===== config.mk =====
export PLATFORM = sky130hd
export DESIGN_NAME = fetch_stage
export DESIGN_NICKNAME = d
export VERILOG_FILES = /design/src/rtl/fetch_stage.sv
export SDC_FILE = /design/constraint.sdc
export NUM_CORES = 1
export LEC_CHECK = 0
export CORE_ASPECT_RATIO = 0.6
export CORE_MARGIN = 2
export CORE_UTILIZATION = 54
export CTS_BUF_LIST = sky130_fd_sc_hd__clkbuf_4 sky130_fd_sc_hd__clkbuf_8 sky130_fd_sc_hd__clkbuf_16
export DETAILED_ROUTE_END_ITERATION = 10
export HOLD_SLACK_MARGIN = 0.02
export PLACE_DENSITY = 0.85
export SLEW_MARGIN = 15
export SYNTH_ARGS = -nofsm -noshare
export SYNTH_HDL_FRONTEND = slang
export SYNTH_SLANG_ARGS = --single-unit

===== constraint.sdc =====
create_clock -name clk -period 8.9 [get_ports clk]
set_input_delay 1.78 -clock clk [delete_from_list [all_inputs] [get_ports clk]]
set_output_delay 1.78 -clock clk [all_outputs]
set_load 0.05 [all_outputs]

===== src/rtl/fetch_stage.sv =====
// fetch_stage: 8-bit PC instruction fetch with a 2-entry queue feeding IF/ID.
module fetch_stage (
  input  logic        clk,
  input  logic        rst_n,
  input  logic        stall,
  input  logic        redirect,
  input  logic [7:0]  redirect_pc,
  output logic        imem_req,
  output logic [7:0]  imem_addr,
  input  logic        imem_ready,
  input  logic [31:0] imem_rdata,
  output logic [7:0]  PC,
  output logic [31:0] instruction,
  output logic        PC_valid
);
  typedef enum logic [1:0] {IDLE, FETCH, DRAIN} state_t;
  state_t      state, state_n;
  logic [7:0]  fetch_pc, fetch_pc_n, stale_addr, target;
  logic [7:0]  q_pc [2];
  logic [31:0] q_ins [2];
  logic [1:0]  count, count_n;
  logic        done, push, pop, slot;
  assign target      = redirect_pc & 8'hFC;
  assign imem_req    = state != IDLE;
  assign imem_addr   = state == DRAIN ? stale_addr : fetch_pc;
  assign done        = imem_req && imem_ready;
  assign PC_valid    = count != 2'd0;
  assign PC          = PC_valid ? q_pc[0] : 8'd0;
  assign instruction = PC_valid ? q_ins[0] : 32'd0;
  assign pop         = PC_valid && !stall && !redirect;
  assign push        = state == FETCH && done && !redirect;
  assign count_n     = redirect ? 2'd0 : count + {1'b0, push} - {1'b0, pop};
  // A push only happens with count<=1, so the free slot is count-pop.
  assign slot        = count[0] && !pop;
  always_comb begin
    state_n    = state;
    fetch_pc_n = fetch_pc;
    case (state)
      IDLE: begin
        if (redirect) fetch_pc_n = target;
        if (count_n < 2'd2) state_n = FETCH;
      end
      FETCH: begin
        if (redirect) begin
          fetch_pc_n = target;
          state_n    = imem_ready ? FETCH : DRAIN;
        end else if (imem_ready) begin
          fetch_pc_n = fetch_pc + 8'd4;
          state_n    = count_n < 2'd2 ? FETCH : IDLE;
        end
      end
      DRAIN: begin
        if (redirect) fetch_pc_n = target;
        if (imem_ready) state_n = FETCH;
      end
      default: state_n = IDLE;
    endcase
  end
  always_ff @(posedge clk) begin
    if (!rst_n) begin
      state      <= IDLE;
      fetch_pc   <= 8'd0;
      stale_addr <= 8'd0;
      count      <= 2'd0;
    end else begin
      state    <= state_n;
      fetch_pc <= fetch_pc_n;
      count    <= count_n;
      if (state == FETCH && redirect && !imem_ready) stale_addr <= fetch_pc;
      if (pop) begin
        q_pc[0]  <= q_pc[1];
        q_ins[0] <= q_ins[1];
      end
      if (push) begin
        q_pc[slot]  <= fetch_pc;
        q_ins[slot] <= imem_rdata;
      end
    end
  end
endmodule


Word-level counts from Yosys, hierarchy flattened
Memories as Yosys holds them, arrays and structs flattened.
Cells that the tools add are included.
- register bits after elaboration: 20
- memory bits (writable): 80
- memories kept: 2
- memory list (memory ; words ; width ; rd ports ; clocked after Yosys merged registers in ; write ports ; RTL line ; RTL):
    q_ins ; 2 ; 32 ; 2 ; 0 ; 2 ; 20 ; logic [31:0] q_ins [2];
    q_pc ; 2 ; 8 ; 2 ; 0 ; 2 ; 19 ; logic [7:0] q_pc [2];
- add/subtract/negate cells: 3
- $lt $le $gt $ge: 1
- equal/unequal tests: 6
- muxes and demuxes: 21
- reductions and logical operators: 19
- operators with widths (cell ; number):
    8-bit 2-to-1 mux ; 5
    32-bit 2-to-1 mux ; 1
    8-bit case mux with 2 select lines ; 1
    2-bit 2-to-1 mux ; 6
    8-bit by 3-bit adder with 8-bit output (second input constant) ; 1
    1-bit logical AND ; 8
    1-bit 2-to-1 mux ; 7
    2-bit case mux with 3 select lines ; 1
    3-bit AND reduction ; 2
    2-bit nonzero test ; 3
    1-bit logical NOT ; 4
    2-bit != test (second input constant) ; 2
    3-bit != test (second input constant) ; 1
    2-bit by 1-bit adder with 2-bit output ; 1
    2-bit by 1-bit equality test with 1-bit output (second input constant) ; 1
    2-bit equality test (second input constant) ; 1
    2-bit logical NOT ; 1
    2-bit < comparator (second input constant) ; 1
    2-bit by 1-bit != test with 1-bit output (second input constant) ; 1
    2-bit OR reduction ; 1
    2-bit by 1-bit subtractor with 2-bit output ; 1

Depth between registers and ports, before layout
Gate-level depths: netlist of run 1.
- depth after elaboration: 12
- depth in mapped cells: 9
- depth with buffers taken out: 8

Worst setup path before layout of run 1
No wires, ideal clock.
- path type: input -> register
- from: in redirect
- to: mem q_ins[0][0] (enable)
- setup time: 0.493 ns
- arrival: 5.172 ns
- required time: 8.407 ns
- path slack: 3.235 ns
- stages: 4
- cell sequence: buf_2 > and2b_1 > a32oi_1 > o32ai_1
- RTL lines (what ; RTL line ; RTL):
    from (decl) ; 6 ; input logic redirect,
    to (decl) ; 20 ;

==> results.cfg, run 1 <==
[sta]
finalHoldViolations = 0
relSlewSlack_pct = 28.4
setup_tns_ns = 0
worst_slew_pin_slew_ns = 1.07
fin_skew_ns = 0.00807
setup_viol = 0
drv_slew = 0
period_minus_slack_ns = 4.62
fin_hold_ws_ns = 0.492
max_freq_mhz = 216
timing.final.crit_share_pct = 51.9
rsz0062_at_grt = no

[cts]
post_cts_buffers = 0
cts_sinks = 92
cts-resized-gates = 0
path_clk_slew_ns = 0.06
cts_buffers = 9
htreeDepth = 3
root_buffer = clkbuf_16
clock_latency_ns = 0.33
cts.hold.buffers_added = 0
cts_buffer_depth = 2
cts_tree = done

[detailed_routing]
routed-via-count = 2517
dr.first_iter.drc_count = 193
ant_nets = 0
drc = 0
detail_route.wl_per_cell_um = 17.0
wl_um = 8030
viasPerCell = 5.34
first_pass_iters = 4

[logic_synthesis]
synth_seq_cells = 92
synth_cell_types = 45
syn_area_per_cell_um2 = 14.8
ys_warn_count = 0
syn_inst = 276
synth-seq-area-share_pct = 63.8
syn_area_um2 = 4080

[placement]
place.gp.congestion = 0.898
portBuffers = 88
dp_hpwl_um = 5310

[grt]
groute.usage.overall_pct = 20.5
grt_pass1_wl_um = 12700
grt_max_degree = 42
grt.overflow.total = 0
antenna_found_initial = 0
grt_pass1_vias = 2501

[finish]
antennaDiodeCount = 0
fin_util_pct = 73.0
area_growth_pct = 30.7
fin_nets = 410
mostFrequentLayoutCell = clkdlybuf4s50_1
layout_common_cells = 88 x clkdlybuf4s50_1, 76 x edfxtp_1, 40 x and2_1, 22 x mux2_2, 20 x mux2_4
drive_gt1_share_pct = 17.4

[worst_setup_path]
crit_type = input port to flip-flop
crit_arrival_ns = 4.70
cp-start-kind = input port
cp_max_fo = 22
slowest_stage = nand4_1
cpPeakStageDelay_ns = 0.80
critPathCaptureType = flip-flop
crit_required_ns = 8.98
path_cells = clkdlybuf4s50_1, o21ai_1, nand4_1, buf_4, mux2_4

[floorplan]
die_area_um2 = 8280
die_x_um = 116
rows = 24
io_pins = 95
start_util_pct = 55.9
die_h_um = 71.3
core_um2 = 7300

[status]
status = completed

[pwr]
ir_worst_vdd_v = 0.000126
p_per_area_nw_per_um2 = 179
leakage_nw = 1.91

[run]
maxCapViolations = 0

[hold_path]
min_path_type = flip-flop to flip-flop
worst max-delay path, delay by kind of cell:
family,cells,cell delay (ns)
buffers and inverters,2,1.32
AND/OR/NAND/NOR,1,0.80
AO/OA/AOI/OAI,1,0.44
multiplexers,1,0.34
synthesized netlist by cell type, drive strengths merged:
master / count / area [µm²]
a32oi: 1 / 8.76
a211o: 1 / 8.76
nand4bb: 1 / 11.3
and2: 40 / 250
or4: 1 / 7.51
or3: 1 / 6.26
a2111oi: 1 / 8.76
a31oi: 1 / 6.26
nor4bb: 2 / 20.0
a221oi: 1 / 8.76
o32ai: 2 / 17.5
conb: 1 / 3.75
o2111ai: 1 / 8.76
and2b: 2 / 15.0
mux2i: 7 / 70.1
a21o: 1 / 7.51
or2: 2 / 12.5
a211oi: 1 / 7.51
a2bb2oi: 2 / 17.5
xnor3: 1 / 22.5
ha: 3 / 37.5
o221ai: 1 / 8.76
edfxtp: 76 / 2280
o311ai: 1 / 8.76
nor3b: 3 / 22.5
clkbuf: 7 / 26.3
nor3: 2 / 10.0
buf: 12 / 88.8
nand2b: 1 / 6.26
mux2: 42 / 548
o21ai: 7 / 35.0
nand4: 2 / 12.5
inv: 5 / 18.8
nor2b: 2 / 12.5
or3b: 1 / 8.76
dfxtp: 16 / 320
nand2: 7 / 26.3
a311oi: 1 / 8.76
a21oi: 4 / 20.0
nand3: 5 / 25.0
nor2: 8 / 30.0
metrics by stage:
step           cell area (µm²)  worst slack (ns)  instances  total power [W]
5_1_grt                   5330              4.07        471         0.000985
4_1_cts                   5330              4.27        471         0.000960
3_3_place_gp              5030              4.01        455         0.000581
3_5_place_dp              5030              3.90        455         0.000583
6_report                  5330              4.28        471         0.000953
2_1_floorplan             4090              3.24        279         0.000544
routing by layer:
metal / GRT usage [%] / up-vias / part of all wire [%]
met5: 0 / - / 0
met4: 7.01 / 0 / 1.6
li1: - / 1188 / -
met2: 32.2 / 95 / 46
met1: 27.2 / 1219 / 45
met3: 6.85 / 15 / 7.5
registers in the layout, summed over array words and instances (netlist names):
register / flops
q_ins: 64
q_pc: 12
fetch_pc: 6
stale_addr: 6
count: 2
state: 2
power breakdown:
part           leakage, nW  switching, W  internal, W
registers            0.817    0.00000785     0.000472
logic                0.947     0.0000528    0.0000419
clock network        0.144      0.000157     0.000221
final timing paths:
check | start | to | slack, ns | cells past startpoint
worst max-delay path | redirect | q_pc[0][2] | 4.28 | 5
worst min-delay path | stale_addr[3] | stale_addr[3] | 0.49 | 2
worst max register to register | state[0] | q_pc[0][2] | 6.06 | 4
worst min register to register | stale_addr[3] | stale_addr[3] | 0.49 | 2
cell families (layout without fill, tap and decap cells):
logic type / count (synthesis) / after routing / synth area share, %
adder cells (fa/ha/maj): 3 / 3 / 0.921
flip-flops: 92 / 92 / 63.8
multiplexers: 49 / 49 / 15.2
AND/OR/NAND/NOR: 80 / 80 / 11.7
XOR/XNOR: 1 / 1 / 0.552
AO/OA/AOI/OAI: 26 / 26 / 4.45
other: 1 / 4 / 0.0920
buffers and inverters: 24 / 112 / 3.28
layout make-up:
cell class / instances / area [µm²]
Fill cell: 505 / 1970
Clock buffer: 10 / 233
Timing Repair Buffer: 91 / 903
Clock inverter: 6 / 63.8
Sequential cell: 92 / 2600
Multi-Input combinational cell: 163 / 1380
Inverter: 5 / 18.8
Tap cell: 104 / 130
(Power assumes the default switching activity.)
==> run 2, diff against run 1 <==
--- a/config.mk
+++ b/config.mk
@@ -7,11 +7,11 @@
 export LEC_CHECK = 0
 export CORE_ASPECT_RATIO = 0.6
 export CORE_MARGIN = 2
-export CORE_UTILIZATION = 54
+export CORE_UTILIZATION = 45
 export CTS_BUF_LIST = sky130_fd_sc_hd__clkbuf_4 sky130_fd_sc_hd__clkbuf_8 sky130_fd_sc_hd__clkbuf_16
 export DETAILED_ROUTE_END_ITERATION = 10
 export HOLD_SLACK_MARGIN = 0.02
-export PLACE_DENSITY = 0.85
+export PLACE_DENSITY = 0.76
 export SLEW_MARGIN = 15
 export SYNTH_ARGS = -nofsm -noshare
 export SYNTH_HDL_FRONTEND = slang
==> constraint.sdc (replaced) <==
create_clock -name clk -period 4.1 [get_ports clk]
set_input_delay 0.82 -clock clk [delete_from_list [all_inputs] [get_ports clk]]
set_output_delay 0.82 -clock clk [all_outputs]
set_load 0.05 [all_outputs]
==> results.cfg, run 2 (synthesized netlist as in run 1, its figures left out) <==
[status]
status = completed

[worst_setup_path]
cpPeakStageDelay_ns = 0.70
cp-start-kind = flip-flop
r2r_start = state[0]
r2r.worst_path.cells = 8
rrSetupSlack_ns = 1.51
crit_required_ns = 3.28
slowest_stage = clkdlybuf4s50_1
worst_r2r_endpoint = state[0]
path_cells = nor2b_1, mux2_2, clkdlybuf4s50_1
critPathCaptureType = primary output
cp_max_fo = 17
crit_type = flip-flop to primary output
crit_arrival_ns = 2.54

[hold_path]
min_path_type = flip-flop to flip-flop
min_path_cells = 2
hold_start = stale_addr[7]
hold_path_end = stale_addr[7]

[finish]
final_area_um2 = 5330
layout_common_cells = 88 x clkdlybuf4s50_1, 76 x edfxtp_1, 40 x and2_1, 22 x mux2_2, 20 x mux2_4
mostFrequentLayoutCell = clkdlybuf4s50_1
top_register = q_ins
drive_gt1_share_pct = 17.6
largestRegisters = q_ins x64, q_pc x12
largest_reg_flops = 64
fin_nets = 413
antennaDiodeCount = 0
area_growth_pct = 30.7

[detailed_routing]
routed-via-count = 2474
drc = 0
first_pass_iters = 4
ant_nets = 0
detail_route.wl_per_cell_um = 16.4
wl_um = 7920
dr.first_iter.drc_count = 177
viasPerCell = 5.13

[sta]
fin_skew_ns = 0.00641
finalHoldViolations = 0
rsz0062_at_grt = no
worst_slew_pin_slew_ns = 0.714
drv_slew = 0
period_minus_slack_ns = 3.36
relSlewSlack_pct = 52.3
max_freq_mhz = 297
timing.final.crit_share_pct = 82.0
setup_tns_ns = 0
setup_viol = 0

[cts]
cts.hold.buffers_added = 0
post_cts_buffers = 0
cts_buffer_depth = 2
clock_latency_ns = 0.33
cts_sinks = 92
htreeDepth = 3
cts_buffers = 9
cts-resized-gates = 0
path_clk_slew_ns = 0.06
root_buffer = clkbuf_16
cts_tree = done

[floorplan]
start_util_pct = 47.1
die_area_um2 = 9860
io_pins = 95
rows = 26
die_h_um = 77.7
die_x_um = 127
core_um2 = 8650

[run]
maxCapViolations = 0

[placement]
portBuffers = 88
dp_hpwl_um = 5390
place.gp.congestion = 0.880
place_area_um2 = 5060

[grt]
grt_pass1_wl_um = 12600
grt.overflow.total = 0
groute.usage.overall_pct = 16.8
grt_pass1_vias = 2461
antenna_found_initial = 0
grt_max_degree = 42

[pwr]
p_per_area_nw_per_um2 = 371
ir_worst_vdd_v = 0.000244
leakage_nw = 1.90
==> run 2: changes by cell type in the layout (fill, tap and decap cells not counted), sizes merged <==
cell      change
clkinvlp      +1
bufinv        -1
inv           -1
buf           +3
clkinv        +1
==> run 2: worst max-delay path by stage <==
stage | start | end | slack, ns | depth (start not counted)
final | state[0] | imem_addr[4] | 0.74 | 3
after global routing | state[0] | imem_addr[7] | 0.58 | 3
after CTS | state[0] | imem_addr[4] | 0.73 | 3
after detailed placement | redirect | state[0] | 0.71 | 10
after global placement | redirect | state[0] | 0.78 | 10
after floorplan | redirect | q_ins[1][0] | 0.73 | 4
==> run 2: where the power goes <==
group	switching (W)	total, W	internal, W
Sequential	0.0000168	0.00104	0.00103
Combinational	0.000113	0.000204	0.0000912
Clock	0.000322	0.000732	0.000410
==> run 2: metrics by stage <==
| step | setup slack [ns] | utilization, % | total power (W) | hold slack (ns) | cells |
|---|---|---|---|---|---|
| 4_1_cts | 0.727 | 61.6 | 0.00200 | 0.496 | 482 |
| 5_1_grt | 0.581 | 61.6 | 0.00205 | 0.515 | 482 |
| 6_report | 0.738 | 61.6 | 0.00198 | 0.495 | 482 |
| 3_5_place_dp | 0.707 | 58.5 | 0.00127 | 0.482 | 466 |
| 3_3_place_gp | 0.780 | 58.5 | 0.00126 | 0.468 | 466 |
| 2_1_floorplan | 0.735 | - | 0.00118 | 0.454 | 279 |
==> run 2: worst max-delay path, delay by kind of cell, from the launching register on <==
| family | cells | cell delay (ns) |
|---|---|---|
| buffers and inverters | 1 | 0.70 |
| and+or+nand+nor | 1 | 0.64 |
| DFF | 1 | 0.46 |
| muxes | 1 | 0.41 |
==> run 2: cell type report <==
class | instances | area, µm²
clock inverters | 6 | 31.3
clock buffers | 10 | 233
well taps | 112 | 140
multi-input cells | 163 | 1380
repair buffers | 94 | 926
inverters | 5 | 18.8
fillers | 685 | 3320
flip-flops and latches | 92 | 2600
==> run 2: per-layer routing <==
layer | wire length [µm] | track usage [%] | up-vias
li1 | - | - | 1194
met1 | 3710 | 23.0 | 1174
met2 | 3470 | 24.8 | 97
met3 | 628 | 6.07 | 9
met4 | 105 | 6.37 | 0
met5 | 0 | 0 | -
==> run 3, diff against run 2 <==
--- a/config.mk
+++ b/config.mk
@@ -7,11 +7,11 @@
 export LEC_CHECK = 0
 export CORE_ASPECT_RATIO = 0.6
 export CORE_MARGIN = 2
-export CORE_UTILIZATION = 45
+export CORE_UTILIZATION = 50
 export CTS_BUF_LIST = sky130_fd_sc_hd__clkbuf_4 sky130_fd_sc_hd__clkbuf_8 sky130_fd_sc_hd__clkbuf_16
 export DETAILED_ROUTE_END_ITERATION = 10
 export HOLD_SLACK_MARGIN = 0.02
-export PLACE_DENSITY = 0.76
+export PLACE_DENSITY = 0.8
 export SLEW_MARGIN = 15
 export SYNTH_ARGS = -nofsm -noshare
 export SYNTH_HDL_FRONTEND = slang
==> constraint.sdc (replaced) <==
create_clock -name clk -period 3.3 [get_ports clk]
set_input_delay 0.66 -clock clk [delete_from_list [all_inputs] [get_ports clk]]
set_output_delay 0.66 -clock clk [all_outputs]
set_load 0.05 [all_outputs]
==> results.cfg, run 3 (synthesized netlist as in run 1, its figures left out) <==
[sta]
max_freq_mhz = 338
worst_slew_pin_slew_ns = 0.541
setup_tns_ns = 0
fin_skew_ns = 0.00662
rsz0062_at_grt = no
timing.final.crit_share_pct = 89.7
drv_slew = 0
relSlewSlack_pct = 63.8
finalHoldViolations = 0
setup_viol = 0
setup_ws_ns = 0.340
period_minus_slack_ns = 2.96

[finish]
area_growth_pct = 33.2
fin_nets = 418
largestRegisters = q_ins x64, q_pc x12
layout_common_cells = 88 x clkdlybuf4s50_1, 76 x edfxtp_1, 40 x and2_1, 22 x mux2_2, 20 x mux2_4
top_register = q_ins
drive_gt1_share_pct = 19.5
mostFrequentLayoutCell = clkdlybuf4s50_1
antennaDiodeCount = 0
largest_reg_flops = 64

[pwr]
power.internal_w = 0.00199
p_switching_w = 0.000616
p_per_area_nw_per_um2 = 480
leakage_nw = 1.95
pwr-share-clk_pct = 40.3
combPwrFrac_pct = 10.0
ir_worst_vdd_v = 0.000335
switching_share_pct = 23.6
p_seq_share_pct = 49.7

[detailed_routing]
first_pass_iters = 4
viasPerCell = 5.29
ant_nets = 0
detail_route.wl_per_cell_um = 16.5
drc = 0
dr.first_iter.drc_count = 115
wl_um = 7990
routed-via-count = 2553

[cts]
cts_tree = done
cts_sinks = 92
cts-resized-gates = 0
post_cts_buffers = 0
cts.hold.buffers_added = 0
htreeDepth = 3
path_clk_slew_ns = 0.07
root_buffer = clkbuf_16
cts_buffers = 9
clock_latency_ns = 0.34
cts_buffer_depth = 2

[floorplan]
die_x_um = 121
start_util_pct = 51.7
die_h_um = 73.9
rows = 25
die_area_um2 = 8910
io_pins = 95
core_um2 = 7880

[grt]
antenna_found_initial = 0
grt_pass1_wl_um = 12300
grt_pass1_vias = 2395
grt_max_degree = 31
grt.overflow.total = 0
groute.usage.overall_pct = 18.6

[worst_setup_path]
rrSetupSlack_ns = 0.81
setup.worst_path.start = state[0]
cp-start-kind = flip-flop
crit_arrival_ns = 2.30
worst_r2r_endpoint = state[0]
cp_max_fo = 17
r2r_start = count[0]
critPathCaptureType = primary output
crit_required_ns = 2.64
crit_type = flip-flop to primary output
worst_setup_path_endpoint = imem_addr[4]
r2r.worst_path.cells = 9

[status]
status = completed

[hold_path]
min_path_type = flip-flop to flip-flop

[placement]
dp_hpwl_um = 5420
dp_slack_ns = 0.373
place.gp.congestion = 0.838
portBuffers = 88

[run]
maxCapViolations = 0
-- run 3: changes by cell type in the layout (fill, tap and decap cells not counted), sizes merged --
cell,before,now
buf,6,11
bufinv,0,1
clkbuf,10,9
clkinv,4,1
inv,5,8
-- run 3: final cells by class --
type                       count  area (µm²)
inverter                       5        18.8
clock inverter                 7        82.6
clock buffer                   9         225
timing repair buffer          99         988
tap                          108         135
sequential                    92        2600
fill                         570        2450
multi-input combinational    163        1380
-- run 3: how the worst min path moves through the flow --
stage	startpoint	end	depth (start not counted)
6_report	stale_addr[7]	stale_addr[7]	2
5_1_grt	stale_addr[3]	stale_addr[3]	2
4_1_cts	stale_addr[3]	stale_addr[3]	2
3_5_place_dp	stale_addr[3]	stale_addr[3]	2
3_3_place_gp	stale_addr[7]	stale_addr[7]	2
2_1_floorplan	stale_addr[2]	stale_addr[2]	2
-- run 3: power groups by stage --
stage | combinational, W | sequential (W) | clock [W]
2_1_floorplan | 0.000155 | 0.00131 | 0
3_3_place_gp | 0.000256 | 0.00132 | 0
3_5_place_dp | 0.000260 | 0.00132 | 0
4_1_cts | 0.000261 | 0.00129 | 0.00107
5_1_grt | 0.000276 | 0.00130 | 0.00112
6_report | 0.000260 | 0.00129 | 0.00105
-- run 3: stage by stage --
| step | hold WS [ns] | area [µm²] | power (W) | cells | utilization, % |
|---|---|---|---|---|---|
| after floorplan | 0.454 | 4100 | 0.00147 | 279 | - |
| after global placement | 0.468 | 5120 | 0.00157 | 467 | 65.0 |
| after detailed placement | 0.482 | 5120 | 0.00158 | 467 | 65.0 |
| after CTS | 0.501 | 5430 | 0.00263 | 483 | 68.9 |
| after global routing | 0.526 | 5430 | 0.00269 | 483 | 68.9 |
| final | 0.500 | 5430 | 0.00261 | 483 | 68.9 |
-- run 3: per-layer routing --
| layer | track usage, % | vias to the layer above | share of wire [%] |
|---|---|---|---|
| met1 | 26.1 | 1228 | 48 |
| met5 | 0 | - | 0 |
| met4 | 5.04 | 0 | 0.85 |
| met2 | 27.7 | 106 | 44 |
| li1 | - | 1211 | - |
| met3 | 6.83 | 8 | 6.8 |
-- run 3: critical path: stages (launching register included) --
cell and delay (ns):
dfxtp_1 0.62, nor2b_1 0.12, buf_4 0.19, mux2_2 0.23, clkdlybuf4s50_1 0.80
==> RTL change: new RTL, flow settings as in run 3 <==
Encoding of `state_t`: now one-hot (3 bits for 3 states).
--- a/src/rtl/fetch_stage.sv
+++ b/src/rtl/fetch_stage.sv
@@ -15,3 +15,3 @@
 );
-  typedef enum logic [1:0] {IDLE, FETCH, DRAIN} state_t;
+  typedef enum logic [2:0] {IDLE = 3'b001, FETCH = 3'b010, DRAIN = 3'b100} state_t;
   state_t      state, state_n;
Check against the original RTL: same outputs for any inputs over 10 cycles, from zero or initial values and one cycle with rst_n low; not proved beyond that.
==> RTL change against run 3 <==
Global-route usage grew 0.72 points; worst setup slack lost 110 ps; sequential share of layout area shrank 0.16 points; routed wire length grew 4.4%; die area grew 2.4%; area after synthesis grew 2.5%; power grew 2.3%; non-clock buffer count shrank 3; count of clock-buffer cells in the layout is the same; cell area grew 1.1%; critical path depth grew 6; clock skew shrank 2.7 ps; sequential cell count grew 1; largest cell class unchanged; largest power group unchanged.
==> RTL change: results (changes against run 3) <==
\begin{tabular}{lr}
\hline
Metric & Value \\
\hline
\multicolumn{2}{l}{\textbf{Cells and area}} \\
\quad Multi-Input Combinational & 172 (+5.5\%) \\
\quad Fraction of area in registers & 47.8\% (-0.16 points) \\
\quad Layout cell share with drive strength beyond 1 & 19.6\% (+0.12 points) \\
\quad Clock network area share & 5.72\% (+0.052 points) \\
\quad Count of inverters not on the clock network in the layout & 6 (+1) \\
\quad Fillers & 589 (+3.3\%) \\
\quad Multi-input logic portion of the cell area & 26.5\% (+1.1 points) \\
\multicolumn{2}{l}{\textbf{Worst setup path}} \\
\quad Worst r2r path cells & 10 (+1) \\
\quad Critical path's largest stage delay & 730 ps (-70 ps) \\
\quad Slowest-stage cell, CP & nor2\_4 \\
\quad Kind of cell with the highest combined delay on the critical path & simple AND/OR/NAND/NOR gates \\
\quad Arrival @ worst endpoint & 3350 ps (+1050 ps) \\
\quad Crit Path Max Fanout & 40 (+23) \\
\quad Worst reg2reg endpoint & state[1] \\
\quad Critical path capture point & state[1] \\
\quad R2R setup slack & 230 ps (-580 ps) \\
\quad Launch point of the worst path & count[0] \\
\multicolumn{2}{l}{\textbf{Routing}} \\
\quad Initial drt markers & 158 (+37\%) \\
\quad Met2 WL post-DR & 3910 microns (+11\%) \\
\quad Routed vias & 2546 (-0.27\%) \\
\quad WL met3 & 473 microns (-13\%) \\
\quad Metal-1 WL & 3850 microns (+0.52\%) \\
\multicolumn{2}{l}{\textbf{Placed design}} \\
\quad Half-perimeter wire length after detailed placement & 5500 microns (+1.4\%) \\
\quad Placer Congestion & 0.828 (-1.2\%) \\
\multicolumn{2}{l}{\textbf{Hold path}} \\
\quad Terminating pin of the worst hold path & stale\_addr[3] \\
\multicolumn{2}{l}{\textbf{Synth}} \\
\quad Top cells by instance count after synthesis & edfxtp\_1, nor2b\_1, mux2\_2, mux2\_4, dfxtp\_1 \\
\quad Sequential cell area fraction in the yosys report & 62.8\% (-1.1 points) \\
\quad Syn Std Cell Area & 4180 sq um (+2.5\%) \\
\multicolumn{2}{l}{\textbf{Power and ir drop}} \\
\quad VDD IR max & 0.000405 V (+21\%) \\
\quad Static leakage power & 2.00 nW (+2.3\%) \\
\quad Power per unit of standard cell area & 486 nW/um\^{}2 (+1.1\%) \\
\multicolumn{2}{l}{\textbf{Global route}} \\
\quad Wire length of the first global-routing pass & 12900 microns (+5.3\%) \\
\quad Maximum number of pins on one net before global-route repair & 41 (+32\%) \\
\quad Overall track demand over capacity in global routing & 19.3\% (+0.72 points) \\
\quad M1 GR Usage & 25.6\% (-0.49 points) \\
\quad Met2 Track Usage GR & 30.5\% (+2.9 points) \\
\multicolumn{2}{l}{\textbf{Run status}} \\
\quad Run status & finished, final reports clean \\
\multicolumn{2}{l}{\textbf{Timing}} \\
\quad Hold\_ws & 519 ps (+19.6 ps) \\
\quad Max Clock Skew & 3.90 ps (-2.72 ps) \\
\multicolumn{2}{l}{\textbf{Clock network}} \\
\quad Clock tree sinks & 93 (+1.1\%) \\
\hline
\end{tabular}
## RTL change: changes by cell type in the layout (fill, tap and decap cells not counted), moves of 3 or more
cell      before  now
mux2i_1        7   11
o221ai_1       1    4
nand2_1        7   13
and2_1        40    2
nor2_1         7    4
o21ai_0        6    2
nor2b_1        2   46
## RTL change: cell families (layout without fill, tap and decap cells)
group	count (synthesis)	count (layout)	synth area share, %
adder cells (fa/ha/maj)	3	3	0.899
XOR/XNOR	2	2	0.749
AO/OA/AOI/OAI	23	23	3.98
AND/OR/NAND/NOR	85	85	11.9
flip-flops	93	93	62.8
other	1	4	0.0898
buffers and inverters	24	118	3.27
multiplexers	55	55	16.3
## RTL change: stage by stage
step	setup WS [ps]	cell area [sq um]	std cells	util [%]
CTS	216	5490	491	68.8
global placement	194	5180	475	64.9
floorplan	156	4190	289	-
detailed placement	116	5180	475	64.9
global route	24.3	5490	491	68.8
finish	234	5490	491	68.8
